$ cat src/rtl/cp0_irq_ctrl.sv
// CP0 interrupt controller: N-line edge capture, maskable pending bits, fixed-priority
// selection with optional vectored dispatch, and the EPC/EHBR/Status/Cause registers.
module cp0_irq_ctrl #(
  parameter int          NUM_IRQ    = 4,
  parameter int          VECTORED   = 0,
  parameter int          VEC_SHIFT  = 4,
  parameter bit          IE_RESET   = 1'b1,
  parameter logic [31:0] EHBR_RESET = 32'h0
) (
  input  logic               clk,
  input  logic               rst,
  input  logic [1:0]         oper,
  input  logic [4:0]         addr_r,
  output logic [31:0]        data_r,
  input  logic [4:0]         addr_w,
  input  logic [31:0]        data_w,
  input  logic               ir_en,
  input  logic [NUM_IRQ-1:0] irq_in,
  input  logic [31:0]        ret_addr,
  output logic               jump_en,
  output logic [31:0]        jump_addr,
  output logic               irq_active
);

  localparam logic [1:0] OP_MTC0 = 2'b10;
  localparam logic [1:0] OP_ERET = 2'b11;
  localparam logic [4:0] A_EPC    = 5'd2;
  localparam logic [4:0] A_EHBR   = 5'd3;
  localparam logic [4:0] A_STATUS = 5'd12;
  localparam logic [4:0] A_CAUSE  = 5'd13;

  logic [31:0]        epc_reg;
  logic [31:0]        ehbr_reg;
  logic               ie_reg;
  logic               exl_reg;
  logic [NUM_IRQ-1:0] im_reg;
  logic [NUM_IRQ-1:0] ip_reg;
  logic [NUM_IRQ-1:0] ip_next;
  logic [2:0]         code_reg;
  logic [NUM_IRQ-1:0] irq_prev_reg;
  logic [31:0]        jump_addr_reg;

  logic [NUM_IRQ-1:0] rise;
  logic [NUM_IRQ-1:0] pend;
  logic [NUM_IRQ-1:0] ack;
  logic [NUM_IRQ-1:0] w1c;
  logic               take;
  logic               eret;
  logic               mtc0;
  logic [2:0]         sel;
  logic [31:0]        vec_addr;
  logic [31:0]        jump_target;
  logic [31:0]        status_word;
  logic [31:0]        cause_word;

  assign rise = irq_in & ~irq_prev_reg;
  assign pend = ip_reg & im_reg;
  assign take = ir_en & ie_reg & ~exl_reg & (|pend);
  // A take swallows whatever CP0 operation the pipeline issued in the same cycle.
  assign eret = (oper == OP_ERET) & ~take;
  assign mtc0 = (oper == OP_MTC0) & ~take;

  // Scan from the top so the lowest pending index is the one left in sel.
  always_comb begin
    sel = '0;
    for (int i = NUM_IRQ - 1; i >= 0; i--) begin
      if (pend[i]) sel = 3'(i);
    end
  end

  always_comb begin
    vec_addr = ehbr_reg;
    if (VECTORED != 0) vec_addr = ehbr_reg + (32'(sel) << VEC_SHIFT);
  end

  assign jump_target = take ? vec_addr : epc_reg;
  assign jump_en     = take | eret;
  assign jump_addr   = jump_en ? jump_target : jump_addr_reg;
  assign irq_active  = exl_reg;

  // Per-line pending update: a fresh rising edge beats both W1C and auto-acknowledge.
  genvar gi;
  generate
    for (gi = 0; gi < NUM_IRQ; gi++) begin : g_line
      assign ack[gi]     = take && (sel == 3'(gi));
      assign w1c[gi]     = mtc0 && (addr_w == A_CAUSE) && data_w[8 + gi];
      assign ip_next[gi] = rise[gi] | (ip_reg[gi] & ~(ack[gi] | w1c[gi]));
    end
  endgenerate

  always_comb begin
    status_word                = '0;
    status_word[0]             = ie_reg;
    status_word[1]             = exl_reg;
    status_word[8 +: NUM_IRQ]  = im_reg;
    cause_word                 = '0;
    cause_word[8 +: NUM_IRQ]   = ip_reg;
    cause_word[4:2]            = code_reg;
  end

  always_comb begin
    case (addr_r)
      A_EPC:    data_r = epc_reg;
      A_EHBR:   data_r = ehbr_reg;
      A_STATUS: data_r = status_word;
      A_CAUSE:  data_r = cause_word;
      default:  data_r = '0;
    endcase
  end

  always_ff @(posedge clk) begin
    if (rst) begin
      epc_reg       <= '0;
      ehbr_reg      <= EHBR_RESET;
      ie_reg        <= IE_RESET;
      exl_reg       <= 1'b0;
      im_reg        <= '1;
      ip_reg        <= '0;
      code_reg      <= '0;
      irq_prev_reg  <= '0;
      jump_addr_reg <= '0;
    end else begin
      irq_prev_reg <= irq_in;
      ip_reg       <= ip_next;
      if (jump_en) jump_addr_reg <= jump_target;
      if (take) begin
        epc_reg  <= ret_addr;
        exl_reg  <= 1'b1;
        code_reg <= sel;
      end else begin
        if (eret) exl_reg <= 1'b0;
        if (mtc0) begin
          case (addr_w)
            A_EPC:  epc_reg  <= data_w;
            A_EHBR: ehbr_reg <= data_w;
            A_STATUS: begin
              ie_reg  <= data_w[0];
              exl_reg <= data_w[1];
              im_reg  <= data_w[8 +: NUM_IRQ];
            end
            default: ;
          endcase
        end
      end
    end
  end

endmodule

$ cat config.mk
export PLATFORM = sky130hd
export DESIGN_NAME = cp0_irq_ctrl
export DESIGN_NICKNAME = d
export VERILOG_FILES = /design/src/rtl/cp0_irq_ctrl.sv
export SDC_FILE = /design/constraint.sdc
export NUM_CORES = 1
export LEC_CHECK = 0
export CORE_MARGIN = 3
export CORE_UTILIZATION = 25
export DETAILED_ROUTE_END_ITERATION = 7
export HOLD_SLACK_MARGIN = 0.08
export PLACE_DENSITY = 0.53
export RECOVER_POWER = 50
export SYNTH_ARGS = -nofsm -noshare
export SYNTH_HDL_FRONTEND = slang
export SYNTH_SLANG_ARGS = --single-unit
$ cat constraint.sdc
create_clock -name clk -period 3.9 [get_ports clk]
set_input_delay 0.78 -clock clk [delete_from_list [all_inputs] [get_ports clk]]
set_output_delay 0.78 -clock clk [all_outputs]
set_load 0.01 [all_outputs]
# [After elaboration in Yosys (flattened, before gate mapping)]
# Index checks and enable logic that the tools add are counted.
[totals] regBits=113 latch_bits=0 ram_bits=0 mem_bits_ro=0 in_bits=83 output_inout_bits=66 wordCells=79 n_memories=0
[classes] addsub=0 n_mul=0 div=0 n_lt_le_gt_ge=0 eq_ne=13 shifts=0 muxes=14 bitwise=27 n_reduce_logical=16
[op_table] cell="32-bit two-way mux" count=5
[op_table] cell="32-bit case mux with 4 select lines" count=1
[op_table] cell="5-bit by 2-bit equality test with 1-bit output (second input constant)" count=4
[op_table] cell="5-bit by 4-bit equality test with 1-bit output (second input constant)" count=4
[op_table] cell="1-bit AND" count=9
[op_table] cell="1-bit logical AND" count=9
[op_table] cell="3-bit two-way mux" count=3
[op_table] cell="1-bit bitwise OR" count=9
[op_table] cell="4-bit AND" count=2
[op_table] cell="3-bit by 2-bit equality test with 1-bit output (second input constant)" count=2
[op_table] cell="1-bit NOT" count=6
[op_table] cell="3-bit AND reduction" count=2
[op_table] cell="2-bit equality test (second input constant)" count=2
[op_table] cell="1-bit two-way mux" count=4
[op_table] cell="4-bit NOT" count=1
[op_table] cell="2-bit nonzero test" count=2
[op_table] cell="4-bit OR reduction" count=1
[op_table] cell="3-bit by 1-bit equality test with 1-bit output (second input constant)" count=1
[op_table] cell="3-bit zero test" count=1
[op_table] cell="2-bit two-way mux" count=1
[op_table] cell="2-bit AND reduction" count=1

# [Longest topological paths before layout]
# Gate-level depths: netlist of the first run.
[logic_depth] word_depth=11 mapped_depth=7 depth_no_buf=4

# [Worst setup path before layout of the first run]
# No wires, ideal clock.
[synth_path] path_type="input to output" from="in addr_r[4]" to="out data_r[0]" t_arrival_ps=1901 required_ps=3120 setup_slack_ps=1219 path_stages=4 path_buffers=2 path_cell_list="or4b_1 -> clkbuf_1 -> clkbuf_1 -> o21ai_0"
[synth_via] elab_chain_len=2
[synth_rtl] item="from (decl)" line_no="13" text="input logic [4:0] addr_r,"
[synth_rtl] item="5-bit by 4-bit equality test with 1-bit output / 5-bit by 2-bit equality test with 1-bit output (equally long branches)" line_no="102" text="case (addr_r)"
[synth_rtl] item="32-bit case mux with 4 select lines (*)" line_no="102"
[synth_rtl] item="to (decl)" line_no="14" text="output logic [31:0] data_r,"
# Mark *: on every way between the ends. The rest lies on a longest branch, timed or not.

# [Worst setup path after layout of the first run]
[layout_path] from="in addr_r[4]" to="out data_r[28]"
# The elaborated chain is that of the path after synthesis.

==> impl_metrics.yaml, run 1 <==
clocking:
  clock_path_buffers: 2
  htreeDepth: 3
  insertion_delay_ns: 0.35
  numCtsBuffers: 9
  cts.sinks: 112
  cts-root-buf: "clkbuf_16"
  cts_setup_buffers: 0
  clkTransAtPathRegs_ns: 0.07
  cts_repair_resize_count: 0
  cts_hold_buffers: 0
  cts_tree: "yes"
timing:
  finClkSkew_ns: 0.008481
  period_needed_ns: 3.718
  max_freq_mhz: 268.9
  slew_headroom_pct: -75.92
  setup_viol: 0
  layout_setup_ws_ns: 0.1817
  drv_slew: 53
  worst_pin_slew_ns: 2.639
  timing.hold.ws_ns: 0.4568
  period_share_pct: 95.34
  final_hold_viol_count: 0
  rsz0062_at_grt: "false"
  fin_setup_tns_ns: 0
setup_path:
  max_stage_delay_ns: 0.71
  cp_max_fo: 17
  crit_path_frequent_cell: "clkdlybuf4s50_1"
  required_ns: 3.12
  cp_top_family: "buffers and inverters"
  reg2reg_depth: 6
  path_depth: 5
  arrival_ns: 2.94
  r2r-end: "im_reg[2]"
  rr_startpoint: "irq_active"
  crit_chain: "clkdlybuf4s50_1 -> or4b_1 -> buf_4 -> nor2_1 -> clkdlybuf4s50_1"
  cp_num_buf_inv: 3
  rrSetupSlack_ns: 1.75
  startpoint_type: "input pin"
  worstSetupEndpointType: "output port"
  worst-setup-path-type: "in2out"
  cpMaxStageDelayCell: "or4b_1"
synthesis:
  ys_async_sr_fraction_pct: 0
  synthTopCellsByArea: "dfxtp_1, mux2i_1, a311oi_2, nor2_1, o21ai_0"
  synth_cell_types: 39
  synth_seq_cells: 112
  syn-cell-area_mm2: 0.005939
  synth_common_cells: "dfxtp_1, nor2_1, nand2_1"
  yosysMostFrequentCell: "dfxtp_1"
  syn_avg_cell_area_um2: 8.461
  yosysTopAreaCellShare_pct: 37.75
  synth_fp_nets: 785
  syn_inst: 702
  synth-edff-count: 0
  synth_seq_area_share_pct: 37.75
  yosys.area.top_type: "dfxtp_1"
  yosys_warnings: 0
  synth-main-ff-cell: "dfxtp_1"
job:
  maxCapViolCount: 1
placement:
  dpl.hpwl_um: 12610
  place_ws_ns: 0.1699
  post_dp_cell_area_mm2: 0.007710
  io_buffers: 148
  place.gp.congestion: 0.7753
power_and_ir_drop:
  p_leak_uw: 0.002949
  power_frac_clock_pct: 33.0
  p_sw_share_pct: 28.75
  powerDensity_mw_per_mm2: 371.8
  seqPwrFrac_pct: 42.8
  total_power_uw: 2977
  switchingPower_uw: 856.0
  irDropWorstVdd_v: 0.0002025
  p_int_uw: 2121
  combPwrFrac_pct: 24.2
grt:
  grt_pass1_vias: 5217
  grt_pass1_wl_um: 29570
  grt_use_total_pct: 14.33
  overflow: 0
  grt_max_degree: 70
  antenna_found_initial: 1
route:
  wl_um: 18780
  viasPerCell: 4.696
  drt_iter0_drc: 298
  vias: 5325
  drc: 0
  ant_nets: 0
  routedWlPerCell_um: 16.56
  drtPass1Iterations: 4
min_path:
  worstHoldStart: "code_reg[0]"
  whs_path_depth: 2
  hold_path_class: "reg2reg"
  min_to: "code_reg[0]"
die:
  core-area_mm2: 0.02298
  top_level_ports: 149
  num_rows: 55
  initial_utilization_pct: 25.84
  die_h_um: 160.1
  die_x_um: 160.1
  die-area_mm2: 0.02564
outcome:
  violations: "capacitance limit, slew limit"
  outcome: "finished with violations"
layout:
  final_nets: 899
  layout-drive-gt1-share_pct: 8.892
  design_area_mm2: 0.008008
  num_antenna_cells: 0
  syn_to_final_growth_pct: 34.82
==> worst register-to-register path, cell delays in order (launching register included) <==
cell	delay, ns
dfxtp_1	0.42
and3b_1	0.26
buf_4	0.18
o21a_1	0.32
buf_4	0.32
nor3_4	0.37
mux2i_1	0.22
==> placed cells by master (no fill, tap or decap), types with 2 or more instances in the layout <==
cell type,n
clkinvlp_4,2
dfxtp_1,112
a22oi_1,5
clkbuf_16,9
clkinv_2,2
clkdlybuf4s50_1,145
a311oi_1,3
nand4_1,2
buf_4,12
a21oi_1,38
o21ai_0,72
nor2_1,99
clkbuf_8,2
nand2b_1,36
nand3_1,3
mux2i_1,69
buf_12,7
a311oi_2,29
nor2b_1,36
o311ai_0,4
nand2_1,78
a211oi_1,33
==> layer usage <==
metal  up-vias  track usage [%]  wire, µm
li1       2704                -         -
met1      2495            19.88      9227
met2       109            22.54      8423
met3        15            3.113       863
met4         2            3.787       250
met5         -                0        12
==> worst max-delay path by stage <==
stage,startpoint,end,slack [ns]
floorplan,addr_r[4],data_r[0],1.22
CTS,addr_r[4],data_r[25],0.16
global placement,addr_r[4],data_r[29],0.20
finish,addr_r[4],data_r[28],0.18
global route,addr_r[4],data_r[25],0.06
detailed placement,addr_r[4],data_r[25],0.17
==> cells by family (layout without fill, tap and decap cells) <==
kind of cell / after synthesis / after routing / synth area share, %
compound gates: 191 / 191 / 23.78
simple gates: 266 / 266 / 21.30
mux: 69 / 69 / 11.63
flops: 112 / 112 / 37.75
buf+inv: 64 / 183 / 5.540
==> power by group through the flow <==
stage / logic (µW) / clock network, µW / registers, µW
2_1_floorplan: 419 / 0 / 1290
3_3_place_gp: 728 / 0 / 1300
3_5_place_dp: 728 / 0 / 1300
4_1_cts: 733 / 1010 / 1270
5_1_grt: 790 / 1060 / 1290
6_report: 721 / 981 / 1270
==> metrics by stage <==
| step | util (%) | instances |
|---|---|---|
| 2_1_floorplan | - | 702 |
| 3_3_place_gp | 33.54 | 1118 |
| 3_5_place_dp | 33.54 | 1118 |
| 4_1_cts | 34.88 | 1134 |
| 5_1_grt | 34.84 | 1134 |
| 6_report | 34.84 | 1134 |
==> area by class of cell <==
class / count / area, µm²
sequential: 112 / 2242
tap: 313 / 391.6
timing repair buffer: 167 / 1700
clock inverter: 5 / 55.05
fill: 2424 / 14980
multi-input combinational: 526 / 3366
clock buffer: 11 / 252.7
No activity file was read; power rests on OpenSTA's default activity.
==> run 2, diff against run 1 <==
CORE_UTILIZATION = 35   (was 25)
CTS_CLUSTER_DIAMETER = 60   (was default)
PLACE_DENSITY = 0.67   (was 0.53)
SETUP_SLACK_MARGIN = 0.1   (was default)
==> impl_metrics.yaml, run 2 (synthesis results as in run 1) <==
outcome:
  outcome: "finished with violations"
  violations: "capacitance limit, slew limit"
placement:
  post_dp_cell_area_mm2: 0.007562
  dpl.hpwl_um: 11000
  place.gp.congestion: 0.8259
  place_ws_ns: 0.2651
  io_buffers: 148
layout:
  layout-drive-gt1-share_pct: 7.186
  seq_area_mm2: 0.002242
  multi_input_area_mm2: 0.003294
  layout_commonest_cell: "clkdlybuf4s50_1"
  num_antenna_cells: 0
  fill_cells: 1611
  syn_to_final_growth_pct: 30.67
  final_nets: 899
  final_cell_mix: "clkdlybuf4s50_1, dfxtp_1, nor2_1, nand2_1, o21ai_0"
  design_area_mm2: 0.007761
setup_path:
  worstSetupEndpointType: "output port"
  cp_max_fo: 31
  required_ns: 3.12
  startpoint_type: "input pin"
  arrival_ns: 2.90
  worst-setup-path-type: "in2out"
clocking:
  insertion_delay_ns: 0.35
  cts-root-buf: "clkbuf_16"
  cts_setup_buffers: 0
  cts_repair_resize_count: 0
  htreeDepth: 3
  cts_hold_buffers: 0
  clock_path_buffers: 2
  numCtsBuffers: 9
  cts.sinks: 112
  cts_tree: "yes"
  clkTransAtPathRegs_ns: 0.07
grt:
  grt_max_degree: 70
  overflow: 0
  antenna_found_initial: 0
  grt_pass1_vias: 5187
  grt_pass1_wl_um: 27140
  grt_use_total_pct: 18.38
timing:
  timing.hold.ws_ns: 0.4641
  drv_slew: 74
  setup_viol: 0
  period_needed_ns: 3.678
  final_hold_viol_count: 0
  finClkSkew_ns: 0.004393
  fin_setup_tns_ns: 0
  max_freq_mhz: 271.9
  worst_pin_slew_ns: 1.887
  layout_setup_ws_ns: 0.2223
  slew_headroom_pct: -25.79
  rsz0062_at_grt: "false"
  period_share_pct: 94.30
power_and_ir_drop:
  switchingPower_uw: 805.6
  p_sw_share_pct: 28.10
  power_frac_clock_pct: 31.2
  total_power_uw: 2867
  p_leak_uw: 0.002913
  seqPwrFrac_pct: 44.5
  irDropWorstVdd_v: 0.0002242
  powerDensity_mw_per_mm2: 369.4
  combPwrFrac_pct: 24.3
  p_int_uw: 2062
route:
  viasPerCell: 5.169
  drtPass1Iterations: 4
  wl_um: 16810
  ant_nets: 0
  routedWlPerCell_um: 16.21
  drt_iter0_drc: 397
  vias: 5360
  drc: 0
job:
  maxCapViolCount: 2
die:
  initial_utilization_pct: 36.59
  num_rows: 46
  core-area_mm2: 0.01623
  die_x_um: 136.3
  top_level_ports: 149
  die-area_mm2: 0.01857
  die_h_um: 136.3
min_path:
  hold_path_class: "reg2reg"
run 2: cell count changes in the layout (fill, tap and decap cells not counted), sizes merged:
cell,previous run,this run
clkbuf,12,16
buf,20,18
clkinvlp,2,0
bufinv,1,0
clkdlybuf4s50,145,144
clkinv,2,3
dlygate4sd3,1,2
run 2: per-layer routing:
metal	routed length, µm	GRT usage, %	vias to the layer above
met5	0	0	-
met1	8116	26.01	2503
li1	-	-	2699
met4	249	5.487	0
met3	1010	4.552	17
met2	7429	27.66	141
run 2: path summary, 6_finish.rpt:
kind	slack, ns	start	cells after the start	endpoint
min reg2reg	0.46	code_reg[0]	2	code_reg[0]
min	0.46	code_reg[0]	2	code_reg[0]
max reg2reg	1.37	irq_active	5	ehbr_reg[12]
max	0.22	ir_en	7	jump_addr[1]
run 2: power groups by stage:
stage | combinational, µW | clock [µW] | sequential [µW]
3_5_place_dp | 713 | 0 | 1300
5_1_grt | 764 | 967 | 1280
2_1_floorplan | 419 | 0 | 1290
3_3_place_gp | 710 | 0 | 1300
6_report | 697 | 896 | 1270
4_1_cts | 718 | 931 | 1270
run 2: area by class of cell:
cell class | count | share of cell area [%]
repair buffers | 167 | 21.51
well taps | 216 | 3.482
clock inverters | 3 | 0.1935
multi-input cells | 526 | 42.45
clock buffers | 13 | 3.482
flip-flops and latches | 112 | 28.89
run 2: worst max-delay path, cell delays in order:
cell             delay [ns]
clkdlybuf4s50_1        0.39
and3b_1                0.28
o21ai_4                0.18
buf_4                  0.38
nor2_1                 0.10
a21oi_1                0.19
clkdlybuf4s50_1        0.58
run 2: stage by stage:
| step | util, % | std cells |
|---|---|---|
| CTS | 48.35 | 1037 |
| floorplan | - | 702 |
| global route | 47.82 | 1037 |
| finish | 47.82 | 1037 |
| detailed placement | 46.59 | 1021 |
| global placement | 46.59 | 1021 |
==> run 3, diff against run 2 <==
HOLD_SLACK_MARGIN = 0.03   (was 0.08)
==> results of run 3 <==
No change in the layout: final DEF, timing and power equal those of run 2.
